==> config.mk <==
export PLATFORM = sky130hd
export DESIGN_NAME = alu_seq_flat
export DESIGN_NICKNAME = d
export VERILOG_FILES = /design/src/rtl/alu_seq_pkg.sv /design/src/rtl/alu_seq_if.sv /design/src/rtl/alu_seq_mul.sv /design/src/rtl/alu_seq.sv /design/src/flat_wrapper.sv
export SDC_FILE = /design/constraint.sdc
export NUM_CORES = 1
export LEC_CHECK = 0
export CORE_AREA = 4 4 104 96
export CTS_CLUSTER_DIAMETER = 80
export DETAILED_ROUTE_END_ITERATION = 6
export DIE_AREA = 0 0 108 100
export PLACE_DENSITY = 0.8
export SLEW_MARGIN = 15
export SYNTH_ARGS = -nofsm -noshare
export SYNTH_HDL_FRONTEND = slang
export SYNTH_SLANG_ARGS = --single-unit
export TNS_END_PERCENT = 20
==> constraint.sdc <==
create_clock -name clk -period 3.7 [get_ports clk]
set_input_delay 0.37 -clock clk [delete_from_list [all_inputs] [get_ports clk]]
set_output_delay 0.37 -clock clk [all_outputs]
set_load 0.01 [all_outputs]
==> src/rtl/alu_seq_pkg.sv <==
// Shared types and the single-cycle ALU datapath for alu_seq.
// Latency: purely combinational helper functions; no state.
// Backpressure: n/a (no handshake here).
//   op_e         : opcode encoding seen on the request bus
//   state_e      : controller state encoding
//   alu_simple() : result/carry/ovf for every op except the iterative MUL
package alu_pkg;

  typedef enum logic [2:0] {
    OP_AND = 3'd0,
    OP_OR  = 3'd1,
    OP_XOR = 3'd2,
    OP_ADD = 3'd3,
    OP_SUB = 3'd4,
    OP_SHL = 3'd5,
    OP_SHR = 3'd6,
    OP_MUL = 3'd7
  } op_e;

  typedef enum logic [1:0] {
    ST_IDLE = 2'd0,
    ST_MUL  = 2'd1,
    ST_DONE = 2'd2
  } state_e;

  // Package functions cannot see a module's WIDTH, so the datapath is
  // evaluated at MAX_W bits and trimmed to the live width w. WIDTH must
  // therefore not exceed MAX_W.
  localparam int unsigned MAX_W = 64;

  typedef struct packed {
    logic [MAX_W-1:0] result;
    logic             carry;
    logic             ovf;
  } simple_res_t;

  // Variable bit select done as a shift, so no index-width mismatch.
  function automatic logic bit_at(input logic [MAX_W:0] v, input int unsigned idx);
    logic [MAX_W:0] t;
    t = v >> idx;
    return t[0];
  endfunction

  // a and b arrive zero-extended from w bits.
  function automatic simple_res_t alu_simple(input op_e op,
                                             input logic [MAX_W-1:0] a,
                                             input logic [MAX_W-1:0] b,
                                             input int unsigned w);
    simple_res_t      r;
    logic [MAX_W-1:0] mask;
    logic [MAX_W:0]   wide;
    int unsigned      s;
    logic             a_msb, b_msb, r_msb;

    mask = (w >= MAX_W) ? '1 : ((MAX_W'(1) << w) - MAX_W'(1));
    // Shift amount is the low log2(w) bits of b (w is a power of two).
    s    = 32'(b & MAX_W'(w - 1));
    r    = '0;
    wide = '0;

    unique case (op)
      OP_AND: r.result = a & b;
      OP_OR:  r.result = a | b;
      OP_XOR: r.result = a ^ b;
      OP_ADD: begin
        wide     = {1'b0, a} + {1'b0, b};
        r.result = wide[MAX_W-1:0] & mask;
        r.carry  = bit_at(wide, w);
      end
      OP_SUB: begin
        wide     = {1'b0, a} - {1'b0, b};
        r.result = wide[MAX_W-1:0] & mask;
        r.carry  = (a < b);
      end
      OP_SHL: begin
        r.result = (a << s) & mask;
        r.carry  = (s == 0) ? 1'b0 : bit_at({1'b0, a}, w - s);
      end
      OP_SHR: begin
        r.result = a >> s;
        r.carry  = (s == 0) ? 1'b0 : bit_at({1'b0, a}, s - 1);
      end
      default: ; // MUL without a multiplier: zero result, no carry
    endcase

    a_msb = bit_at({1'b0, a}, w - 1);
    b_msb = bit_at({1'b0, b}, w - 1);
    r_msb = bit_at({1'b0, r.result}, w - 1);
    if (op == OP_ADD) begin
      r.ovf = (a_msb == b_msb) && (r_msb != a_msb);
    end else if (op == OP_SUB) begin
      r.ovf = (a_msb != b_msb) && (r_msb != a_msb);
    end
    return r;
  endfunction

endpackage

==> src/rtl/alu_seq_if.sv <==
// Request/response bus between the decode stage, alu_seq and writeback.
// Latency: wires only.
// Backpressure: valid/ready on both the request and the response side.
//   slave  : the ALU (consumes requests, produces results)
//   master : the requester/consumer side
interface alu_seq_if
  import alu_pkg::*;
#(
  parameter int WIDTH = 8
);
  logic             in_valid;
  logic             in_ready;
  op_e              op;
  logic [WIDTH-1:0] a;
  logic [WIDTH-1:0] b;
  logic             out_valid;
  logic             out_ready;
  logic [WIDTH-1:0] result;
  logic             carry;
  logic             zero;
  logic             neg;
  logic             ovf;

  modport slave (
    input  in_valid, op, a, b, out_ready,
    output in_ready, out_valid, result, carry, zero, neg, ovf
  );

  modport master (
    output in_valid, op, a, b, out_ready,
    input  in_ready, out_valid, result, carry, zero, neg, ovf
  );
endinterface

==> src/rtl/alu_seq_mul.sv <==
// Iterative shift-add multiplier, one multiplier bit per cycle.
// Latency: WIDTH cycles from start; done pulses in the last iteration cycle.
// Backpressure: none; the controller starts it only when it can take the product.
//   clk, rst : clock, synchronous active-high reset (aborts a run)
//   start    : load a/b and begin
//   done     : one-cycle pulse; product is final during that cycle
//   product  : 2*WIDTH-bit product
module alu_mul_seq #(
  parameter int WIDTH = 8
) (
  input  logic               clk,
  input  logic               rst,
  input  logic               start,
  input  logic [WIDTH-1:0]   a,
  input  logic [WIDTH-1:0]   b,
  output logic               done,
  output logic [2*WIDTH-1:0] product
);
  localparam int CW = $clog2(WIDTH) + 1;

  logic [2*WIDTH-1:0] mcand_q, mcand_d;
  logic [2*WIDTH-1:0] acc_q, acc_d;
  logic [WIDTH-1:0]   mplier_q, mplier_d;
  logic [CW-1:0]      cnt_q, cnt_d;
  logic               run_q, run_d;
  logic [2*WIDTH-1:0] acc_step;

  always_comb begin
    acc_step = acc_q + (mplier_q[0] ? mcand_q : '0);
    mcand_d  = mcand_q;
    mplier_d = mplier_q;
    acc_d    = acc_q;
    cnt_d    = cnt_q;
    run_d    = run_q;
    done     = 1'b0;
    if (start) begin
      mcand_d  = {{WIDTH{1'b0}}, a};
      mplier_d = b;
      acc_d    = '0;
      cnt_d    = '0;
      run_d    = 1'b1;
    end else if (run_q) begin
      acc_d    = acc_step;
      mcand_d  = mcand_q << 1;
      mplier_d = mplier_q >> 1;
      cnt_d    = cnt_q + CW'(1);
      if (cnt_q == CW'(WIDTH - 1)) begin
        run_d = 1'b0;
        done  = 1'b1;
      end
    end
  end

  // Expose the post-iteration sum so the controller can register the final
  // product at the same edge that retires the last iteration.
  assign product = acc_step;

  always_ff @(posedge clk) begin
    if (rst) begin
      mcand_q  <= '0;
      mplier_q <= '0;
      acc_q    <= '0;
      cnt_q    <= '0;
      run_q    <= 1'b0;
    end else begin
      mcand_q  <= mcand_d;
      mplier_q <= mplier_d;
      acc_q    <= acc_d;
      cnt_q    <= cnt_d;
      run_q    <= run_d;
    end
  end
endmodule

==> src/rtl/alu_seq.sv <==
// Handshaked WIDTH-bit ALU with registered result and carry/zero/neg/ovf flags.
// Latency: 1 cycle for simple ops, WIDTH+1 cycles for MUL (MUL_EN=1).
// Backpressure: in_ready only in IDLE; result held in DONE until out_ready.
//   clk, rst : clock, synchronous active-high reset
//   bus      : alu_seq_if slave (in_valid/in_ready/op/a/b, out_valid/out_ready/result/flags)
//   busy     : high while multiplying or holding an unconsumed result
module alu_seq
  import alu_pkg::*;
#(
  parameter int WIDTH  = 8,
  parameter bit MUL_EN = 1'b1
) (
  input  logic     clk,
  input  logic     rst,
  alu_seq_if.slave bus,
  output logic     busy
);
  state_e             state_q, state_d;
  logic [WIDTH-1:0]   result_q, result_d;
  logic               carry_q, carry_d;
  logic               zero_q, zero_d;
  logic               neg_q, neg_d;
  logic               ovf_q, ovf_d;
  logic               accept, mul_start, mul_done, load;
  logic [2*WIDTH-1:0] mul_prod;
  simple_res_t        simple;

  assign accept    = bus.in_valid && bus.in_ready;
  assign mul_start = accept && (bus.op == OP_MUL) && MUL_EN;

  always_comb begin
    simple   = alu_simple(bus.op, MAX_W'(bus.a), MAX_W'(bus.b), WIDTH);
    state_d  = state_q;
    result_d = result_q;
    carry_d  = carry_q;
    ovf_d    = ovf_q;
    zero_d   = zero_q;
    neg_d    = neg_q;
    load     = 1'b0;
    unique case (state_q)
      ST_IDLE: begin
        if (mul_start) begin
          state_d = ST_MUL;
        end else if (accept) begin
          result_d = simple.result[WIDTH-1:0];
          carry_d  = simple.carry;
          ovf_d    = simple.ovf;
          load     = 1'b1;
          state_d  = ST_DONE;
        end
      end
      ST_MUL: begin
        if (mul_done) begin
          result_d = mul_prod[WIDTH-1:0];
          carry_d  = |mul_prod[2*WIDTH-1:WIDTH];
          ovf_d    = 1'b0;
          load     = 1'b1;
          state_d  = ST_DONE;
        end
      end
      ST_DONE: begin
        if (bus.out_ready) state_d = ST_IDLE;
      end
      default: state_d = ST_IDLE;
    endcase
    // zero/neg only follow a freshly loaded result, so they stay 0 after reset.
    if (load) begin
      zero_d = (result_d == '0);
      neg_d  = result_d[WIDTH-1];
    end
  end

  generate
    if (MUL_EN) begin : g_mul
      alu_mul_seq #(.WIDTH(WIDTH)) u_mul (
        .clk     (clk),
        .rst     (rst),
        .start   (mul_start),
        .a       (bus.a),
        .b       (bus.b),
        .done    (mul_done),
        .product (mul_prod)
      );
    end else begin : g_no_mul
      assign mul_done = 1'b0;
      assign mul_prod = '0;
    end
  endgenerate

  always_ff @(posedge clk) begin
    if (rst) begin
      state_q  <= ST_IDLE;
      result_q <= '0;
      carry_q  <= 1'b0;
      zero_q   <= 1'b0;
      neg_q    <= 1'b0;
      ovf_q    <= 1'b0;
    end else begin
      state_q  <= state_d;
      result_q <= result_d;
      carry_q  <= carry_d;
      zero_q   <= zero_d;
      neg_q    <= neg_d;
      ovf_q    <= ovf_d;
    end
  end

  assign bus.in_ready  = (state_q == ST_IDLE) && !rst;
  assign bus.out_valid = (state_q == ST_DONE);
  assign bus.result    = result_q;
  assign bus.carry     = carry_q;
  assign bus.zero      = zero_q;
  assign bus.neg       = neg_q;
  assign bus.ovf       = ovf_q;
  assign busy          = (state_q == ST_MUL) || (state_q == ST_DONE);
endmodule

==> src/flat_wrapper.sv <==
// flat-port wrapper written by rule: the top's interface ports become plain ports
module alu_seq_flat import alu_pkg::*;
#(
  parameter int WIDTH  = 8,
  parameter bit MUL_EN = 1'b1
)
  (clk, rst, busy, bus_in_valid, bus_op, bus_a, bus_b, bus_out_ready, bus_in_ready, bus_out_valid, bus_result, bus_carry, bus_zero, bus_neg, bus_ovf);
  alu_seq_if #(.WIDTH(WIDTH)) bus_i ();
  input  logic clk;
  input  logic rst;
  output logic busy;
  input wire logic [$bits(bus_i.in_valid)-1:0] bus_in_valid;
  input wire logic [$bits(bus_i.op)-1:0] bus_op;
  input wire logic [$bits(bus_i.a)-1:0] bus_a;
  input wire logic [$bits(bus_i.b)-1:0] bus_b;
  input wire logic [$bits(bus_i.out_ready)-1:0] bus_out_ready;
  output wire logic [$bits(bus_i.in_ready)-1:0] bus_in_ready;
  output wire logic [$bits(bus_i.out_valid)-1:0] bus_out_valid;
  output wire logic [$bits(bus_i.result)-1:0] bus_result;
  output wire logic [$bits(bus_i.carry)-1:0] bus_carry;
  output wire logic [$bits(bus_i.zero)-1:0] bus_zero;
  output wire logic [$bits(bus_i.neg)-1:0] bus_neg;
  output wire logic [$bits(bus_i.ovf)-1:0] bus_ovf;
  assign bus_i.in_valid = bus_in_valid;
  assign bus_i.op = bus_op;
  assign bus_i.a = bus_a;
  assign bus_i.b = bus_b;
  assign bus_i.out_ready = bus_out_ready;
  assign bus_in_ready = bus_i.in_ready;
  assign bus_out_valid = bus_i.out_valid;
  assign bus_result = bus_i.result;
  assign bus_carry = bus_i.carry;
  assign bus_zero = bus_i.zero;
  assign bus_neg = bus_i.neg;
  assign bus_ovf = bus_i.ovf;
  alu_seq #(.WIDTH(WIDTH), .MUL_EN(MUL_EN)) u_core (.clk(clk), .rst(rst), .bus(bus_i), .busy(busy));
endmodule
# Yosys cells after proc, flatten, opt, wreduce, memory -nomap -nowiden
# Index checks and enable logic that the tools add are counted.
# op_classes
add_sub_neg	6
order_cmp	1
n_eq_ne	18
shifts	4
muxes	38
bitwise	3
reduce_logical	17
# op_table
cell	count
$shr A8 B32 Y1	2
$mux W8	7
$pmux W8 S7	1
$logic_not A32 Y1	1
$mux W1	19
$add A16 B16 Y16	1
$mux W16	1
$pmux W8 S2	1
$eq A3 B3 Y1 const B	4
$add A8 B8 Y9	1
$and A8 B8 Y8	1
$logic_not A8 Y1	1
$lt A8 B8 Y1	1
$mux W2	4
$or A8 B8 Y8	1
$reduce_or A8 Y1	1
$shl A8 B3 Y8	1
$shr A8 B3 Y8	1
$sub A8 B8 Y8	1
$xor A8 B8 Y8	1
$eq A3 B2 Y1 const B	2
$ne A2 B2 Y1 const B	3
$pmux W1 S2	3
$pmux W2 S3	1
21 further kinds	27
# word_totals
reg_bits	59
output_inout_bits	15

# Longest topological paths before layout
# Gate-level depths: netlist (run 1).
# logic_depth
word_depth	9
ltp_mapped	13
ltp_nobuf	11

# Modules after synthesis
# Synthesis (run 1) repeated with hierarchy kept, for this count alone.
# unflattened
hier_cells	671
hier_area_um2	5380.2
# by_module_without_submodules
mod	instances	cells_per_inst	area_per_inst_um2	seq_area_each_um2
alu_seq	1	357	2758.9	280.3
alu_mul_seq	1	314	2621.3	900.9

# Worst setup path before layout (run 1)
# Ideal clock, no wire load.
# synth_timing
path_kind	input port to flip-flop
start	input port bus_b[0]
end	register u_core.carry_q, in the netlist u_core.bus.carry
setup_time_ns	0.131
arrival_ns	2.846
path_slack_ns	0.723
cell_stages	12
path_buffers	2
path_cell_list	buf_2 -> buf_2 -> inv_1 -> ha_1 -> ha_1 -> mux4_2 -> mux2i_1 -> nor2_1 -> o31ai_1 -> a31oi_1 -> nor4_1 -> a31oi_1
# synth_via
elab_chain_cells	7
word_cells_on_any_way	13
classes_between	3 x add/sub; 1 x order compare; 2 x shift; 6 x mux; 1 x reduce/logical
# synth_lines
element	line	source
start: declaration	flat_wrapper.sv:15	input wire logic [$bits(bus_i.b)-1:0] bus_b;
$sub A4 B3 Y5 / $sub A3 B1 Y4 (equally long branches)	alu_seq_pkg.sv:77, alu_seq_pkg.sv:81	
$shr A8 B32 Y1	alu_seq_pkg.sv:40	t = v >> idx;
$mux W1 (on tied branches)	alu_seq_pkg.sv:77, alu_seq_pkg.sv:81	
$pmux W1 S4 (*)	alu_seq_pkg.sv:61	unique case (op)
$mux W1 (*)	alu_seq.sv:44	end else if (accept) begin
$mux W1 (*)	alu_seq.sv:42	if (mul_start) begin
$pmux W1 S2 (*)	alu_seq.sv:40	unique case (state_q)
end signal: assignment	alu_seq.sv:101	carry_q <= carry_d;
end: declaration	alu_seq.sv:20	logic carry_q, carry_d;
# Mark *: on every way between the ends. The rest lies on a longest branch, timed or not. The select of a mux whose other input is x is not followed.
# A chain may end at the register's enable or synchronous reset.

# Worst setup path after layout (run 1)
# layout_timing
start	input port bus_b[2]
end	register u_core.carry_q, in the netlist u_core.bus.carry
# Same word-level chain as after synthesis.

==> summary.md, run 1 <==
| Metric | Value |
|---|---|
| R2r startpoint | `u_core.g_mul.u_mul.mplier_q[0]` |
| Worst hold path type | `flip-flop to flip-flop` |
| Period utilisation layout | `0.8492` |
| Startpoint class of the critical path | `input port` |
| Slew at the pin closest to its max-slew limit | `0.7093 ns` |
| H-tree Lvls | `3` |
| Cells after Synth | `645` |
| Vias in the first global route | `4757` |
| Total vias in the final route | `5130` |
| Core area | `8960 µm²` |
| CTS Buf Count | `9` |
| Crit end category | `flip-flop` |
| DRT Wirelength | `15200 µm` |
| VDD IR max | `0.0001633 V` |
| Largest delay share family, worst path | `compound AO/OA/AOI/OAI gates` |
| Hold Path Origin | `u_core.g_mul.u_mul.mplier_q[7]` |
| CTS clk-pin slew, worst paths | `0.06 ns` |
| Setup ws final | `0.5581 ns` |
| # diodes | `0` |
| Reg area | `1182 µm²` |
| Share of cells above drive strength 1 | `0.08957` |
| End of the worst hold path | `u_core.g_mul.u_mul.mplier_q[7]` |
| Initial Util | `0.5862` |
| Layout Utilization | `0.6709` |
| CP max-delay cell | `ha_1` |
| Pwr Density | `302.3 nW/µm²` |
| Max Fclk | `0.3183 GHz` |
| HPWL after DPL | `11270 µm` |
| Initial antenna violation count | `0` |
| Fin cells | `803` |
| Clk sink count | `59` |
| Final hold slack | `0.4874 ns` |
| Port Buffers | `37` |
| Drt wl/cell | `18.93 µm` |
| Layout overhead on the synthesized area | `14.44%` |
| Fin nets | `749` |
| # setup viols final | `0` |
| DR pass1 iterations | `7` |
| Final setup TNS | `0 ns` |
| DRT iter0 DRCs | `611` |
| Outcome | `complete, no violations` |
| Final Skew | `0.007146 ns` |
| Die ar. | `10800 µm²` |
| Count of cell types in the netlist | `73` |
| Fin. Hold Viols | `0` |
| Die width | `108 µm` |
| Relative slew slack | `0.5271` |
| Die H | `100 µm` |
| Hold_buf cts | `0` |
| Prevailing post-synth register cell | `dfxtp_1` |
| CTS tree | `built` |
| RSZ-0062 raised after global routing | `no` |
| Crit Path Max Fanout | `8` |
| Worst hold path cell count | `2` |
| First-pass GRT wire length | `24700 µm` |
| Root Driver | `clkbuf_8` |
| Final worst path period need | `3.142 ns` |
| Max-slew violation count | `0` |
| Area of the multi-input gates | `3766 µm²` |
| #FFs+latches synth | `59` |
| CP Class | `input port to flip-flop` |
| Register area share after synthesis | `0.2249` |
| Setup Slack @ Placement | `0.3364 ns` |
| Power, Total | `1.817 mW` |
| Fillers | `752` |
| Placed inst area | `5802 µm²` |
| GR Overflow Total | `0` |
| Worst Path Arrival | `3.41 ns` |
| Row cnt | `33` |
| Syn_area_per_cell | `8.143 µm²` |
| Post-CTS Resized | `0` |
| IO Pins | `38` |
| Skew-Pair Late Insertion Delay | `0.34 ns` |
| Data required, critical path | `3.97 ns` |
| Vias/cell | `6.389` |
| Crit Reg-Reg Endpoint | `u_core.g_mul.u_mul.acc_q[15]` |
| Synth Warn # | `0` |
| Routability cong. | `1.027` |
| Cell Area, Synth | `5253 µm²` |
| FF-to-FF path depth | `10` |
| Final instance area | `6011 µm²` |
| Buffers & Inverters on Critical Path | `2` |
| Maxcap violations | `0` |
| Post-CTS Setup Inserts | `0` |
| Final ANT Viol Nets | `0` |
| Register-to-register setup slack | `0.58 ns` |
| Post-Place Cells | `788` |
| Asr flop ratio synth | `0` |
| P_leak | `2.405 nW` |
| Residual DRC count | `0` |
| Largest net degree at the start of global routing | `49` |
| CTS Buffer Depth | `2` |
| Gr usage total | `0.2879` |
| Worst-path cell chain | `clkdlybuf4s50_1 -> clkinv_1 -> ha_1 -> o21bai_1 -> a2111oi_2 -> o21bai_1 -> a211o_1 -> a31oi_1 -> nor2_1 -> a211o_1 -> a31oi_1` |
| Slowest Stage Delay on Critical Path | `0.51 ns` |
| Synth Net Count | `717` |
| Number of enable flip-flop cells after synthesis | `0` |
==> registers in the layout, summed over array words and instances (netlist names) <==
name,count
u_core.state_q,2
u_core.bus.neg,1
u_core.g_mul.u_mul.cnt_q,4
u_core.bus.carry,1
u_core.bus.zero,1
u_core.g_mul.u_mul.mplier_q,8
u_core.bus.ovf,1
u_core.g_mul.u_mul.run_q,1
u_core.g_mul.u_mul.acc_q,16
u_core.bus.result,8
u_core.g_mul.u_mul.mcand_q,16
==> synth_stat cells, types with 8 or more instances <==
cell	n	area, µm²
a211oi_1	29	217.7
a21o_1	8	60.06
a21oi_1	36	180.2
and2_1	16	100.1
and3_1	8	50.05
buf_1	8	30.03
buf_2	13	65.06
clkbuf_1	22	82.58
dfxtp_1	59	1181
ha_1	46	575.6
inv_1	32	120.1
mux2i_1	49	490.5
mux4_2	9	202.7
nand2_1	37	138.9
nand3_1	15	75.07
nor2_1	79	296.5
nor3_1	15	75.07
o21a_1	8	60.06
o21ai_0	16	80.08
o22ai_1	10	62.56
xnor2_1	12	105.1
xor2_1	9	78.83
==> how the worst max path moves through the flow <==
| stage | start | endpoint | slack [ns] | cells past startpoint |
|---|---|---|---|---|
| after floorplan | bus_b[0] | u_core.bus.carry | 0.72 | 12 |
| after global placement | bus_b[0] | u_core.bus.carry | 0.37 | 11 |
| after detailed placement | bus_b[2] | u_core.bus.carry | 0.34 | 11 |
| after CTS | u_core.g_mul.u_mul.mplier_q[0] | u_core.g_mul.u_mul.acc_q[15] | 0.63 | 10 |
| after global routing | bus_b[2] | u_core.bus.carry | 0.35 | 11 |
| final | bus_b[2] | u_core.bus.carry | 0.56 | 11 |
==> per-layer routing <==
layer,global-route usage,share of wire
met2,0.4383,0.43
met4,0.07476,0.026
met5,0,0
met3,0.06559,0.099
met1,0.4124,0.44
==> worst reg2reg max path: stages (launching register included) <==
cell      delay (ns)
dfxtp_1         0.61
and2_1          0.22
ha_1            0.29
and3_1          0.22
a221oi_2        0.35
o311ai_1        0.20
o41a_1          0.45
a21o_1          0.21
a21oi_2         0.15
xnor2_1         0.17
a211oi_2        0.10
==> power breakdown <==
group | leakage [nW] | internal [mW] | switching, mW
Combinational | 1.82 | 0.218 | 0.276
Sequential | 0.478 | 0.655 | 0.0168
Clock | 0.104 | 0.395 | 0.256
Total | 2.41 | 1.27 | 0.548
==> layout by cell type (no fill, tap or decap), types with 6 or more instances in the layout <==
cell type / n
nor2_1: 79
dfxtp_1: 58
mux2i_1: 49
ha_1: 46
nand2_1: 37
clkdlybuf4s50_1: 37
a21oi_1: 36
inv_1: 32
a211oi_1: 29
buf_4: 27
and2_1: 16
o21ai_0: 16
nand3_1: 15
nor3_1: 15
xnor2_1: 12
o22ai_1: 10
clkbuf_8: 10
xor2_1: 9
mux4_2: 9
and3_1: 8
a21o_1: 8
o21a_1: 8
nor4_1: 7
a221oi_1: 6
==> logic make-up (layout without fill, tap and decap cells) <==
family	count (synthesis)	count (layout)	share of synthesized area
xor+xnor	21	21	0.03502
flops	59	59	0.2249
compound gates	172	172	0.2339
buf+inv	77	113	0.05812
mux	61	61	0.1384
simple gates	206	206	0.1887
fa+ha+maj	49	49	0.1210
==> area by class of cell <==
| type | count | share of cell area |
|---|---|---|
| Clock inverter | 2 | 0.009992 |
| Clock buffer | 13 | 0.02477 |
| Timing Repair Buffer | 64 | 0.09534 |
| Sequential cell | 59 | 0.1967 |
| Tap cell | 122 | 0.02540 |
| Inverter | 34 | 0.02123 |
| Multi-Input combinational cell | 509 | 0.6266 |
Power figures use the tool's default switching activity.
==> inputs of run 2 (changes only) <==
Settings changed: CORE_AREA 4 4 104 96 to 4 4 109 101, DIE_AREA 0 0 108 100 to 0 0 113 105, PLACE_DENSITY 0.8 to 0.76.
Clock period 3.7 ns to 2.8 ns, I/O delays scaled along.
==> run 2 against run 1 <==
  * Routed wire length up 12%
  * Sequential power up 32%
  * Clock-buffer cell count down 1
  * Largest cell class unchanged
==> summary.md, run 2 (synthesized netlist as in run 1, its figures left out) <==
| Metric | Value |
|---|---|
| Leading cell type in the layout, fill and taps excluded | `buf_4` |
| Root Driver | `clkbuf_8` |
| FF-to-FF path depth | `11` |
| Relative slew slack | `0.4889` |
| Fin nets | `823` |
| Final hold slack | `0.4767 ns` |
| Layout Utilization | `0.6885` |
| CTS Buf Count | `9` |
| Commonest non-fill, non-tap cells in the layout | `96 x buf_4, 79 x nor2_1, 57 x dfxtp_1, 49 x mux2i_1, 37 x nand2_1` |
| Share of cells above drive strength 1 | `0.2315` |
| Crit Path Max Fanout | `2` |
| Worst Setup SP | `bus_b[1]` |
| Crit end category | `flip-flop` |
| Routability cong. | `0.9752` |
| Switching power | `0.7848 mW` |
| Port Buffers | `37` |
| Initial Util | `0.5284` |
| Clock power share | `0.301` |
| Period utilisation layout | `0.9872` |
| Worst Path Arrival | `2.98 ns` |
| DR pass1 iterations | `5` |
| Final worst path period need | `2.764 ns` |
| Sequential cell fraction of total power | `0.371` |
| CTS Buffer Depth | `2` |
| Die ar. | `11870 µm²` |
| RSZ-0062 raised after global routing | `yes` |
| First-pass GRT wire length | `26790 µm` |
| Worst hold path type | `flip-flop to flip-flop` |
| Vias/cell | `6.124` |
| Crit Reg-Reg Endpoint | `u_core.g_mul.u_mul.acc_q[15]` |
| Outcome | `complete, no violations` |
| CP Class | `input port to flip-flop` |
| Clk sink count | `59` |
| Register-to-register setup slack | `0.07 ns` |
| Gate power share | `0.329` |
| Data required, critical path | `3.01 ns` |
| Core area | `9941 µm²` |
| Largest net degree at the start of global routing | `49` |
| # setup viols final | `0` |
| Row cnt | `35` |
| Layout overhead on the synthesized area | `30.30%` |
| Final ANT Viol Nets | `0` |
| VDD IR max | `0.0002864 V` |
| Internal power | `1.611 mW` |
| Total vias in the final route | `5420` |
| Switching portion of total power | `0.3276` |
| Slew at the pin closest to its max-slew limit | `0.7571 ns` |
| GR Overflow Total | `0` |
| HPWL after DPL | `12740 µm` |
| Residual DRC count | `0` |
| CTS tree | `built` |
| Drt wl/cell | `19.32 µm` |
| Die H | `105 µm` |
| Die width | `113 µm` |
| Vias in the first global route | `5174` |
| Max-slew violation count | `0` |
| Startpoint class of the critical path | `input port` |
| Worst hold path cell count | `2` |
| # diodes | `0` |
| Final instance area | `6844 µm²` |
| Initial antenna violation count | `0` |
| Pwr Density | `350.1 nW/µm²` |
| DRT iter0 DRCs | `546` |
| Final Skew | `0.005581 ns` |
| Skew-Pair Late Insertion Delay | `0.34 ns` |
| Fillers | `827` |
| H-tree Lvls | `3` |
| DRT Wirelength | `17100 µm` |
| Largest regs | `u_core.g_mul.u_mul.acc_q x16, u_core.g_mul.u_mul.mcand_q x16` |
| Max Fclk | `0.3618 GHz` |
| Fin. Hold Viols | `0` |
| Critical path endpoint | `u_core.bus.carry` |
| P_leak | `2.815 nW` |
| Placed inst area | `6351 µm²` |
| R2r startpoint | `u_core.g_mul.u_mul.mplier_q[0]` |
| Hold_buf cts | `0` |
| Maxcap violations | `0` |
| Gr usage total | `0.2790` |
| IO Pins | `38` |
| CTS clk-pin slew, worst paths | `0.07 ns` |
## run 2: layout make-up
cell class	instances	area [µm²]	share of cell area
Multi-Input combinational cell	509	4021	0.5876
Clock buffer	12	155.1	0.02267
Tap cell	129	161.4	0.02358
Clock inverter	4	25.02	0.003656
Sequential cell	59	1186	0.1733
Timing Repair Buffer	138	1167	0.1706
Inverter	34	127.6	0.01865
## run 2: critical path, stage by stage
cell	delay, ns
clkdlybuf4s50_1	0.49
inv_1	0.07
ha_2	0.18
ha_4	0.27
mux4_2	0.48
mux2i_1	0.18
nor2_1	0.06
o31ai_1	0.26
buf_4	0.19
a31oi_4	0.11
nor4_2	0.29
a31oi_1	0.11
## run 2: power by group through the flow
stage / clock [mW] / combinational (mW) / sequential (mW)
final: 0.721 / 0.787 / 0.888
after global routing: 0.767 / 0.846 / 0.889
after detailed placement: 0 / 0.738 / 0.906
after global placement: 0 / 0.732 / 0.905
after CTS: 0.729 / 0.749 / 0.887
after floorplan: 0 / 0.413 / 0.907
## run 2: worst min path at each step
stage / from / end / slack (ns)
after floorplan: bus_a[0] / u_core.g_mul.u_mul.mcand_q[0] / 0.42
after global placement: u_core.bus.ovf / u_core.bus.ovf / 0.47
after detailed placement: u_core.bus.ovf / u_core.bus.ovf / 0.47
after CTS: u_core.bus.ovf / u_core.bus.ovf / 0.48
after global routing: u_core.g_mul.u_mul.mplier_q[7] / u_core.g_mul.u_mul.mplier_q[7] / 0.51
final: u_core.bus.ovf / u_core.bus.ovf / 0.48
## run 2: stage by stage
| stage | power (mW) | setup WS, ns | setup TNS, ns | instances |
|---|---|---|---|---|
| floorplan | 1.320 | 0.001003 | 0 | 645 |
| global placement | 1.636 | -0.3674 | -1.492 | 862 |
| detailed placement | 1.644 | -0.4194 | -1.747 | 862 |
| CTS | 2.365 | -0.01847 | -0.01897 | 878 |
| global route | 2.502 | -0.03675 | -0.05368 | 885 |
| finish | 2.396 | 0.03597 | 0 | 885 |
## run 2: what timing repair did
action / CTS / global route
endpoints found under the setup margin: 4 / 6
pin swaps: 3 / 19
setup buffers: 0 / 7
resized for setup: 9 / 40
## run 2: routing by layer
layer / vias to the layer above / global-route usage / wire length [µm] / share of wire
met5: - / 0 / 0 / 0
met4: 0 / 0.07210 / 252 / 0.015
met3: 23 / 0.05153 / 1238 / 0.072
met2: 228 / 0.4323 / 7688 / 0.45
met1: 2577 / 0.3981 / 7915 / 0.46
li1: 2592 / - / - / -
